===== src/rtl/fp_mul_result_stage.sv =====
// ----------------------------------------------------------------------------
// fp_mul_result_stage
//
// Registered output stage that sits directly after a combinational IEEE-754
// single-precision multiplier. Each cycle it can take an operand pair together
// with the multiplier's raw product. It then applies the special-case and
// exponent-range overrides, works out the exception flags, and stores the
// final word in a small result FIFO. Valid/ready handshakes are used on both
// sides. Every output comes from a register or from FIFO storage, so the long
// multiplier path ends here.
//
// Parameters
//   DEPTH      result FIFO entries; a power of two, at least 2
//   CNT_W      width of o_count; clog2(DEPTH)+1
//
// Ports
//   i_clk      clock, rising edge
//   i_rst      synchronous active-high reset
//   i_valid    operand pair and raw product are valid
//   o_ready    stage can accept (FIFO not full); registered, independent of i_ready
//   i_mul_one  operand A
//   i_mul_two  operand B
//   i_mul      raw product of A and B from the multiplier
//   o_valid    FIFO head valid (FIFO not empty)
//   i_ready    downstream accepts the head entry
//   o_result   head result word (zero while empty)
//   o_flags    head flags {invalid, overflow, underflow, zero}
//   o_count    current occupancy, 0..DEPTH
// ----------------------------------------------------------------------------
module fp_mul_result_stage #(
    parameter int DEPTH = 2,
    parameter int CNT_W = 2
) (
    input  logic             i_clk,
    input  logic             i_rst,
    input  logic             i_valid,
    output logic             o_ready,
    input  logic [31:0]      i_mul_one,
    input  logic [31:0]      i_mul_two,
    input  logic [31:0]      i_mul,
    output logic             o_valid,
    input  logic             i_ready,
    output logic [31:0]      o_result,
    output logic [3:0]       o_flags,
    output logic [CNT_W-1:0] o_count
);

    localparam int PTR_W = $clog2(DEPTH);

    typedef struct packed {
        logic [31:0] result;
        logic [3:0]  flags;   // {invalid, overflow, underflow, zero}
    } entry_t;

    // ------------------------------------------------------------------
    // Operand classification
    // ------------------------------------------------------------------
    logic [7:0]  ea, eb;
    logic [22:0] fa, fb;
    logic        s;
    logic        nan_a, nan_b, inf_a, inf_b, zero_a, zero_b;
    logic        nan_any, inf_any, zero_any;
    logic signed [9:0] esum;

    // The product sign is rebuilt from the operand signs, so the sign bit of
    // the raw product is not needed.
    logic        mul_sign_unused;
    assign mul_sign_unused = i_mul[31];

    assign ea = i_mul_one[30:23];
    assign eb = i_mul_two[30:23];
    assign fa = i_mul_one[22:0];
    assign fb = i_mul_two[22:0];
    assign s  = i_mul_one[31] ^ i_mul_two[31];

    assign nan_a  = (ea == 8'hFF) && (fa != 23'd0);
    assign nan_b  = (eb == 8'hFF) && (fb != 23'd0);
    assign inf_a  = (ea == 8'hFF) && (fa == 23'd0);
    assign inf_b  = (eb == 8'hFF) && (fb == 23'd0);
    // A zero exponent is treated as zero, so denormal inputs are flushed.
    assign zero_a = (ea == 8'd0);
    assign zero_b = (eb == 8'd0);

    assign nan_any  = nan_a  | nan_b;
    assign inf_any  = inf_a  | inf_b;
    assign zero_any = zero_a | zero_b;

    // Ten bits cover 0+0-127 = -127 up to 255+255-127 = 383 without wrapping.
    assign esum = $signed({2'b00, ea}) + $signed({2'b00, eb}) - 10'sd127;

    // ------------------------------------------------------------------
    // Override priority (first match wins)
    // ------------------------------------------------------------------
    entry_t wr_entry;

    always_comb begin
        // NOTE: every signal written here gets a default first, so a missed
        // branch can never infer a latch.
        wr_entry.result = {s, i_mul[30:0]};
        wr_entry.flags  = {3'b000, (i_mul[30:0] == 31'd0)};

        if (nan_any || (inf_any && zero_any)) begin
            wr_entry.result = 32'h7FC0_0000;
            wr_entry.flags  = 4'b1000;
        end else if (inf_any) begin
            wr_entry.result = {s, 8'hFF, 23'd0};
            wr_entry.flags  = 4'b0000;
        end else if (zero_any) begin
            wr_entry.result = {s, 31'd0};
            wr_entry.flags  = 4'b0001;
        end else if ((esum > 10'sd254) || (i_mul[30:23] == 8'hFF)) begin
            wr_entry.result = {s, 8'hFF, 23'd0};
            wr_entry.flags  = 4'b0100;
        end else if (esum < 10'sd1) begin
            wr_entry.result = {s, 31'd0};
            wr_entry.flags  = 4'b0011;
        end
    end

    // ------------------------------------------------------------------
    // Result FIFO
    // ------------------------------------------------------------------
    entry_t             mem [DEPTH];
    logic [PTR_W-1:0]   wr_ptr, rd_ptr;
    logic [CNT_W-1:0]   count;
    logic               full, empty, push, pop;

    assign full  = (count == CNT_W'(DEPTH));
    assign empty = (count == '0);
    // Both handshakes depend only on registered occupancy, so there is no
    // combinational path from i_ready to o_ready.
    assign push  = i_valid && !full;
    assign pop   = !empty && i_ready;

    // NOTE: the storage array has no reset. An entry is only visible when
    // count covers it, and the head output is gated to zero while empty, so
    // stale contents cannot leak out after a reset.
    always_ff @(posedge i_clk) begin
        if (push && !i_rst) begin
            mem[wr_ptr] <= wr_entry;
        end
    end

    always_ff @(posedge i_clk) begin
        // NOTE: sequential state uses non-blocking assignments, so every
        // register samples pre-edge values regardless of statement order.
        if (i_rst) begin
            wr_ptr <= '0;
            rd_ptr <= '0;
            count  <= '0;
        end else begin
            // Pointers are exactly log2(DEPTH) bits wide, so they wrap modulo DEPTH.
            if (push) wr_ptr <= wr_ptr + PTR_W'(1);
            if (pop)  rd_ptr <= rd_ptr + PTR_W'(1);
            case ({push, pop})
                2'b10:   count <= count + CNT_W'(1);
                2'b01:   count <= count - CNT_W'(1);
                default: count <= count;
            endcase
        end
    end

    assign o_ready  = !full;
    assign o_valid  = !empty;
    assign o_count  = count;
    // The head word only changes on a pop, so it holds steady while stalled.
    assign o_result = empty ? 32'h0 : mem[rd_ptr].result;
    assign o_flags  = empty ? 4'h0  : mem[rd_ptr].flags;

endmodule


===== config.mk =====
export PLATFORM = sky130hd
export DESIGN_NAME = fp_mul_result_stage
export DESIGN_NICKNAME = d
export VERILOG_FILES = /design/src/rtl/fp_mul_result_stage.sv
export SDC_FILE = /design/constraint.sdc
export NUM_CORES = 1
export LEC_CHECK = 0
export CORE_MARGIN = 2
export CORE_UTILIZATION = 50
export DETAILED_ROUTE_END_ITERATION = 10
export PLACE_DENSITY = 0.86
export SETUP_SLACK_MARGIN = 0.05
export SLEW_MARGIN = 20
export SYNTH_ARGS = -nofsm -noshare
export SYNTH_HDL_FRONTEND = slang
export SYNTH_SLANG_ARGS = --single-unit

===== constraint.sdc =====
create_clock -name i_clk -period 9.75 [get_ports i_clk]
set_input_delay 1.4625 -clock i_clk [delete_from_list [all_inputs] [get_ports i_clk]]
set_output_delay 1.4625 -clock i_clk [all_outputs]
set_load 0.02 [all_outputs]

# Word level (Yosys, flattened, before mapping)
# Memories as Yosys holds them, arrays and structs flattened. A register that Yosys moved wholly into a read port is not among the register bits.
# Cells that the tools add are included.
# totals
regBits	4
mem_bits_rw	72
output_inout_bits	40
wordCells	56
n_memories	1
# memory_table
name	words	width	read_ports	rd_ports_with_merged_regs	write_ports	line_no	text
mem	2	36	1	1	1	123	entry_t mem [DEPTH];
# classes
addsub	6
magnitude_cmp	2
eq_ne	6
n_mux	12
bitwise_logic	4
n_reduce_logical	22
# ops
operator	count
$mux W35	4
$logic_not A23 Y1	2
$reduce_bool A23 Y1	2
$mux W36	1
$mux W32	1
$logic_not A31 Y1	1
$eq A8 B8 Y1 const B	3
$logic_not A8 Y1	2
$gt A10 B9 Y1 const B	1
$lt A10 B2 Y1 const B	1
$sub A9 B7 Y10 const B	1
$add A8 B8 Y9	1
$logic_and A1 B1 Y1	8
$eq A2 B2 Y1 const B	2
$mux W1	4
$mux W4	1
$pmux W2 S2	1
$logic_not A1 Y1	3
$or A1 B1 Y1	3
$add A1 B1 Y1 const B	2
$add A2 B1 Y2 const B	1
$eq A2 B1 Y1 const B	1
$logic_not A2 Y1	1
$logic_or A1 B1 Y1	2
other kinds (3)	3

# Longest topological paths before layout
# depth
ltp_word	8
mapped_depth	13
depth_no_buf	12

# Least setup slack after synthesis
# OpenSTA, ideal clock, no wires.
# synth_timing
path_kind	input to register
startpoint	input i_valid
endpoint	memory mem[1][0] (netlist bit), enable pin
setup_ns	0.482
t_arrival_ns	4.260
setup_slack_ns	5.008
path_stages	2
path_buffers	0
path_cell_list	nand2_1 > nor3b_1
# synth_between
elab_chain_cells	4
# synth_lines
item	line_no	text
from (decl)	36	input logic i_valid,
$logic_and A1 B1 Y1	132	assign push = i_valid && !full;
$logic_and A1 B1 Y1	139	if (push && !i_rst) begin
$mux W1	139	
$mux W1 (not written as such)	140	mem[wr_ptr] <= wr_entry;
to (decl)	123	
# Every way passes these cells.

==> metrics.txt <==
# TYPE chip_impl_metric gauge
chip_impl_metric{name="maxCapViolations",unit=""} 0
chip_impl_info{name="classification_of_the_worst_slack_hold_path",value="flop to flop"} 1
chip_impl_metric{name="core_area",unit="sq mm"} 0.00822
chip_impl_metric{name="layout_worst_path_cycle_share",unit="%"} 53.3
chip_impl_metric{name="synth-seq-area-share",unit="%"} 53.3
chip_impl_metric{name="drc",unit=""} 0
chip_impl_metric{name="worst_r2r_path_depth",unit=""} 7
chip_impl_metric{name="finalClockSkew",unit="ns"} 0.00657
chip_impl_info{name="outcome",value="finished, final reports clean"} 1
chip_impl_metric{name="tightest_slew",unit="ns"} 1.08
chip_impl_metric{name="cp_max_fo",unit=""} 23
chip_impl_info{name="cp-endpoint",value="mem[1][1]"} 1
chip_impl_info{name="criticalPathCategory",value="primary input to flop"} 1
chip_impl_metric{name="rows",unit=""} 33
chip_impl_metric{name="cp_slowest_stage_delay",unit="ns"} 0.79
chip_impl_metric{name="crit_cells",unit=""} 11
chip_impl_metric{name="power.density_cell_area",unit="mW/mm^2"} 217
chip_impl_metric{name="die_width",unit="microns"} 96.2
chip_impl_info{name="timing.critical_path.slowest_stage_cell",value="sky130_fd_sc_hd__nand4b_1"} 1
chip_impl_metric{name="slew_headroom",unit="%"} 27.9
chip_impl_metric{name="yosys_register_bits",unit=""} 77
chip_impl_metric{name="grt_pass1_vias",unit=""} 3657
chip_impl_info{name="maxUsedRoutingLayer",value="met4"} 1
chip_impl_metric{name="detailedRoute.firstPassIterationCount",unit=""} 5
chip_impl_metric{name="max-vdd-ir-drop",unit="uV"} 133
chip_impl_metric{name="htree_levels",unit=""} 3
chip_impl_metric{name="synth_fp_nets",unit=""} 499
chip_impl_info{name="startpoint_types",value="primary input"} 1
chip_impl_metric{name="hpwl",unit="microns"} 7710
chip_impl_metric{name="post-place-cells",unit=""} 609
chip_impl_metric{name="via_per_inst",unit=""} 5.76
chip_impl_info{name="cp_endpoint_kind",value="flop"} 1
chip_impl_info{name="synth.top_cells.by_count",value="sky130_fd_sc_hd__edfxtp_1, sky130_fd_sc_hd__nor2_1, sky130_fd_sc_hd__nor4_1"} 1
chip_impl_info{name="worstPathCellList",value="clkdlybuf4s50_1 > ha_1 > ha_1 > inv_1 > fa_1 > or3b_2 > a2111oi_0 > o2111a_1 > a31oi_1 > nand4b_1 > o21ba_1"} 1
chip_impl_metric{name="syn_avg_cell_area",unit="sq um"} 11.1
chip_impl_metric{name="slew_violations",unit=""} 0
chip_impl_metric{name="timing.final.crit_period",unit="ns"} 5.19
chip_impl_info{name="cell_types_with_the_largest_area_share_after_synthesis",value="sky130_fd_sc_hd__edfxtp_1, sky130_fd_sc_hd__mux2i_1, sky130_fd_sc_hd__nor4_1"} 1
chip_impl_info{name="synth.largest_area_cell",value="sky130_fd_sc_hd__edfxtp_1"} 1
chip_impl_metric{name="cts_post_setup_buffers_inserted",unit=""} 0
chip_impl_metric{name="holdWs",unit="ns"} 0.531
chip_impl_metric{name="netlist-cell-type-count",unit=""} 55
chip_impl_info{name="worst_path_most_repeated_cell",value="sky130_fd_sc_hd__ha_1"} 1
chip_impl_metric{name="synthArstFlopShare",unit="%"} 0
chip_impl_metric{name="ant_nets",unit=""} 0
chip_impl_metric{name="setup_total_negative_slack",unit="ns"} 0
chip_impl_metric{name="num_vias",unit=""} 3597
chip_impl_metric{name="cellLeakagePower",unit="nW"} 2.18
chip_impl_metric{name="final_instance_count_excl_fillers",unit=""} 625
chip_impl_metric{name="cts_hold_buf",unit=""} 0
chip_impl_metric{name="synth_largest_type_area_fraction",unit="%"} 50.9
chip_impl_metric{name="buffer_ports.inserted",unit=""} 138
chip_impl_metric{name="total_standard_cell_area_after_synthesis",unit="sq mm"} 0.00425
chip_impl_metric{name="cts.clk_slew.worst_paths",unit="ns"} 0.08
chip_impl_info{name="worstReg2RegStart",value="o_count[0]"} 1
chip_impl_metric{name="grt_max_degree",unit=""} 38
chip_impl_info{name="postSynth.topFlopCell",value="sky130_fd_sc_hd__edfxtp_1"} 1
chip_impl_metric{name="cp_data_required_time",unit="ns"} 9.84
chip_impl_metric{name="postRouteWirelength",unit="microns"} 10800
chip_impl_metric{name="synthesis.yosys.warnings",unit=""} 0
chip_impl_metric{name="finish.utilization",unit="%"} 72.6
chip_impl_metric{name="clkLatencyLatePin",unit="ns"} 0.34
chip_impl_info{name="critical-path-top-delay-family",value="simple AND/OR/NAND/NOR gates"} 1
chip_impl_info{name="cp-startpoint",value="i_mul_one[24]"} 1
chip_impl_metric{name="timing.reg2reg.setup_slack",unit="ns"} 7.72
chip_impl_metric{name="grt_first_pass_wirelength",unit="microns"} 17000
chip_impl_info{name="yosysMostFrequentCell",value="sky130_fd_sc_hd__edfxtp_1"} 1
chip_impl_metric{name="detail_route.wl_per_cell",unit="microns"} 17.3
chip_impl_metric{name="fmaxAchievable",unit="MHz"} 193
chip_impl_metric{name="setup_viol",unit=""} 0
chip_impl_info{name="critical_path.reg2reg.endpoint",value="o_count[1]"} 1
chip_impl_metric{name="met3WireLength",unit="microns"} 762
chip_impl_metric{name="antenna-diode-count",unit=""} 0
chip_impl_metric{name="grt_use_total",unit="%"} 24.2
chip_impl_metric{name="path_buf_inv",unit=""} 2
chip_impl_metric{name="crit_arrival",unit="ns"} 5.29
chip_impl_metric{name="cells_after_synthesis",unit=""} 382
chip_impl_metric{name="initial_utilization",unit="%"} 51.7
chip_impl_metric{name="timing_hold_violations_final",unit=""} 0
chip_impl_metric{name="die_area",unit="sq mm"} 0.00925
chip_impl_metric{name="syn_to_final_growth",unit="%"} 40.4
chip_impl_metric{name="tritoncts.num_buffers",unit=""} 9
chip_impl_metric{name="dieHeight",unit="microns"} 96.2
chip_impl_metric{name="finalWeightedCongestion",unit=""} 0.808
chip_impl_metric{name="antenna_found_initial",unit=""} 0
chip_impl_metric{name="count_of_flip_flops_with_a_built_in_enable_after_synthesis",unit=""} 72
chip_impl_metric{name="cts_resized",unit=""} 0
chip_impl_metric{name="io_pins",unit=""} 140
chip_impl_metric{name="route.met2.wl",unit="microns"} 5760
chip_impl_info{name="ctsRootBufferMaster",value="sky130_fd_sc_hd__clkbuf_8"} 1
chip_impl_metric{name="grt_overflow_total",unit=""} 0
chip_impl_metric{name="drive_above_1_share",unit="%"} 5.96
chip_impl_metric{name="tritoncts_sinks",unit=""} 77
chip_impl_metric{name="detail_route.iter0.violations",unit=""} 338
chip_impl_metric{name="design.final.nets",unit=""} 632
chip_impl_metric{name="wl_met1",unit="microns"} 4020
chip_impl_metric{name="cts.path.max_buffers",unit=""} 2
chip_impl_info{name="setup_repair_after_global_routing_missed_its_margin",value="false"} 1
chip_impl_info{name="cts_tree",value="done"} 1
[cells by family (layout without fill, tap and decap cells)]
family / Yosys count / count (layout) / synth area share (%)
xor+xnor: 10 / 10 / 2.06
buf+inv: 55 / 193 / 5.42
simple gates: 148 / 148 / 18.1
compound gates: 39 / 39 / 7.51
fa+ha+maj: 17 / 17 / 5.19
flops: 77 / 77 / 53.3
mux: 36 / 36 / 8.49
[flip-flops by register name (all words and copies together), names as in the netlist, named ones only]
name / count
mem: 72
rd_ptr: 1
o_count: 2
wr_ptr: 1
[final cells by class]
| cell class | count | area [sq um] |
|---|---|---|
| clock buffers | 16 | 245 |
| fillers | 572 | 2250 |
| inverters | 34 | 128 |
| multi-input cells | 250 | 1770 |
| flip-flops and latches | 77 | 2270 |
| well taps | 105 | 131 |
| repair buffers | 143 | 1420 |
[worst min path at each step]
stage,endpoint,slack (ns),cells after the start,start
final,flop,0.53,2,rd_ptr
after global routing,o_count[1],0.58,2,o_count[1]
after CTS,flop,0.53,2,rd_ptr
after detailed placement,flop,0.51,2,rd_ptr
after global placement,flop,0.49,2,rd_ptr
after floorplan,flop,0.48,2,rd_ptr
[where the power goes]
| group | switching (mW) | internal [mW] | leakage (nW) |
|---|---|---|---|
| Combinational | 0.296 | 0.266 | 1.34 |
| Clock | 0.112 | 0.162 | 0.124 |
| Sequential | 0.0434 | 0.415 | 0.711 |
[metrics by stage]
stage	power, mW	area [sq um]	setup WS, ns
after global routing	1.36	5960	4.33
final	1.29	5960	4.56
after detailed placement	1.03	5710	4.27
after CTS	1.30	5960	4.63
after floorplan	0.770	4250	5.01
after global placement	1.01	5710	4.40
[cell usage in the layout (no fill, tap or decap), types with 4 or more instances in the layout]
cell	count
sky130_fd_sc_hd__ha_1	16
sky130_fd_sc_hd__nor2_1	53
sky130_fd_sc_hd__nand4_1	10
sky130_fd_sc_hd__o21ai_0	4
sky130_fd_sc_hd__xnor2_1	4
sky130_fd_sc_hd__nor4_1	44
sky130_fd_sc_hd__o311ai_1	6
sky130_fd_sc_hd__edfxtp_1	72
sky130_fd_sc_hd__inv_1	34
sky130_fd_sc_hd__buf_4	5
sky130_fd_sc_hd__clkbuf_8	10
sky130_fd_sc_hd__clkdlybuf4s50_1	138
sky130_fd_sc_hd__o31ai_1	4
sky130_fd_sc_hd__dfxtp_1	4
sky130_fd_sc_hd__mux2i_1	36
sky130_fd_sc_hd__clkbuf_16	4
sky130_fd_sc_hd__nand2_1	16
sky130_fd_sc_hd__a21oi_1	5
sky130_fd_sc_hd__xor2_1	6
[worst reg2reg max path, cell delays in order, from the launching register on]
cell	delay (ns)
sky130_fd_sc_hd__dfxtp_1	0.36
sky130_fd_sc_hd__nor2_2	0.10
sky130_fd_sc_hd__buf_4	0.37
sky130_fd_sc_hd__inv_1	0.10
sky130_fd_sc_hd__and2_1	0.20
sky130_fd_sc_hd__ha_1	0.32
sky130_fd_sc_hd__or3_1	0.35
sky130_fd_sc_hd__a21oi_1	0.15
[routing by layer]
| metal | vias up | global-route usage, % |
|---|---|---|
| met5 | - | 0 |
| met4 | 0 | 9.05 |
| met3 | 25 | 4.07 |
| met2 | 188 | 44.8 |
| met1 | 1677 | 27.6 |
| li1 | 1707 | - |
(Power assumes the default switching activity.)
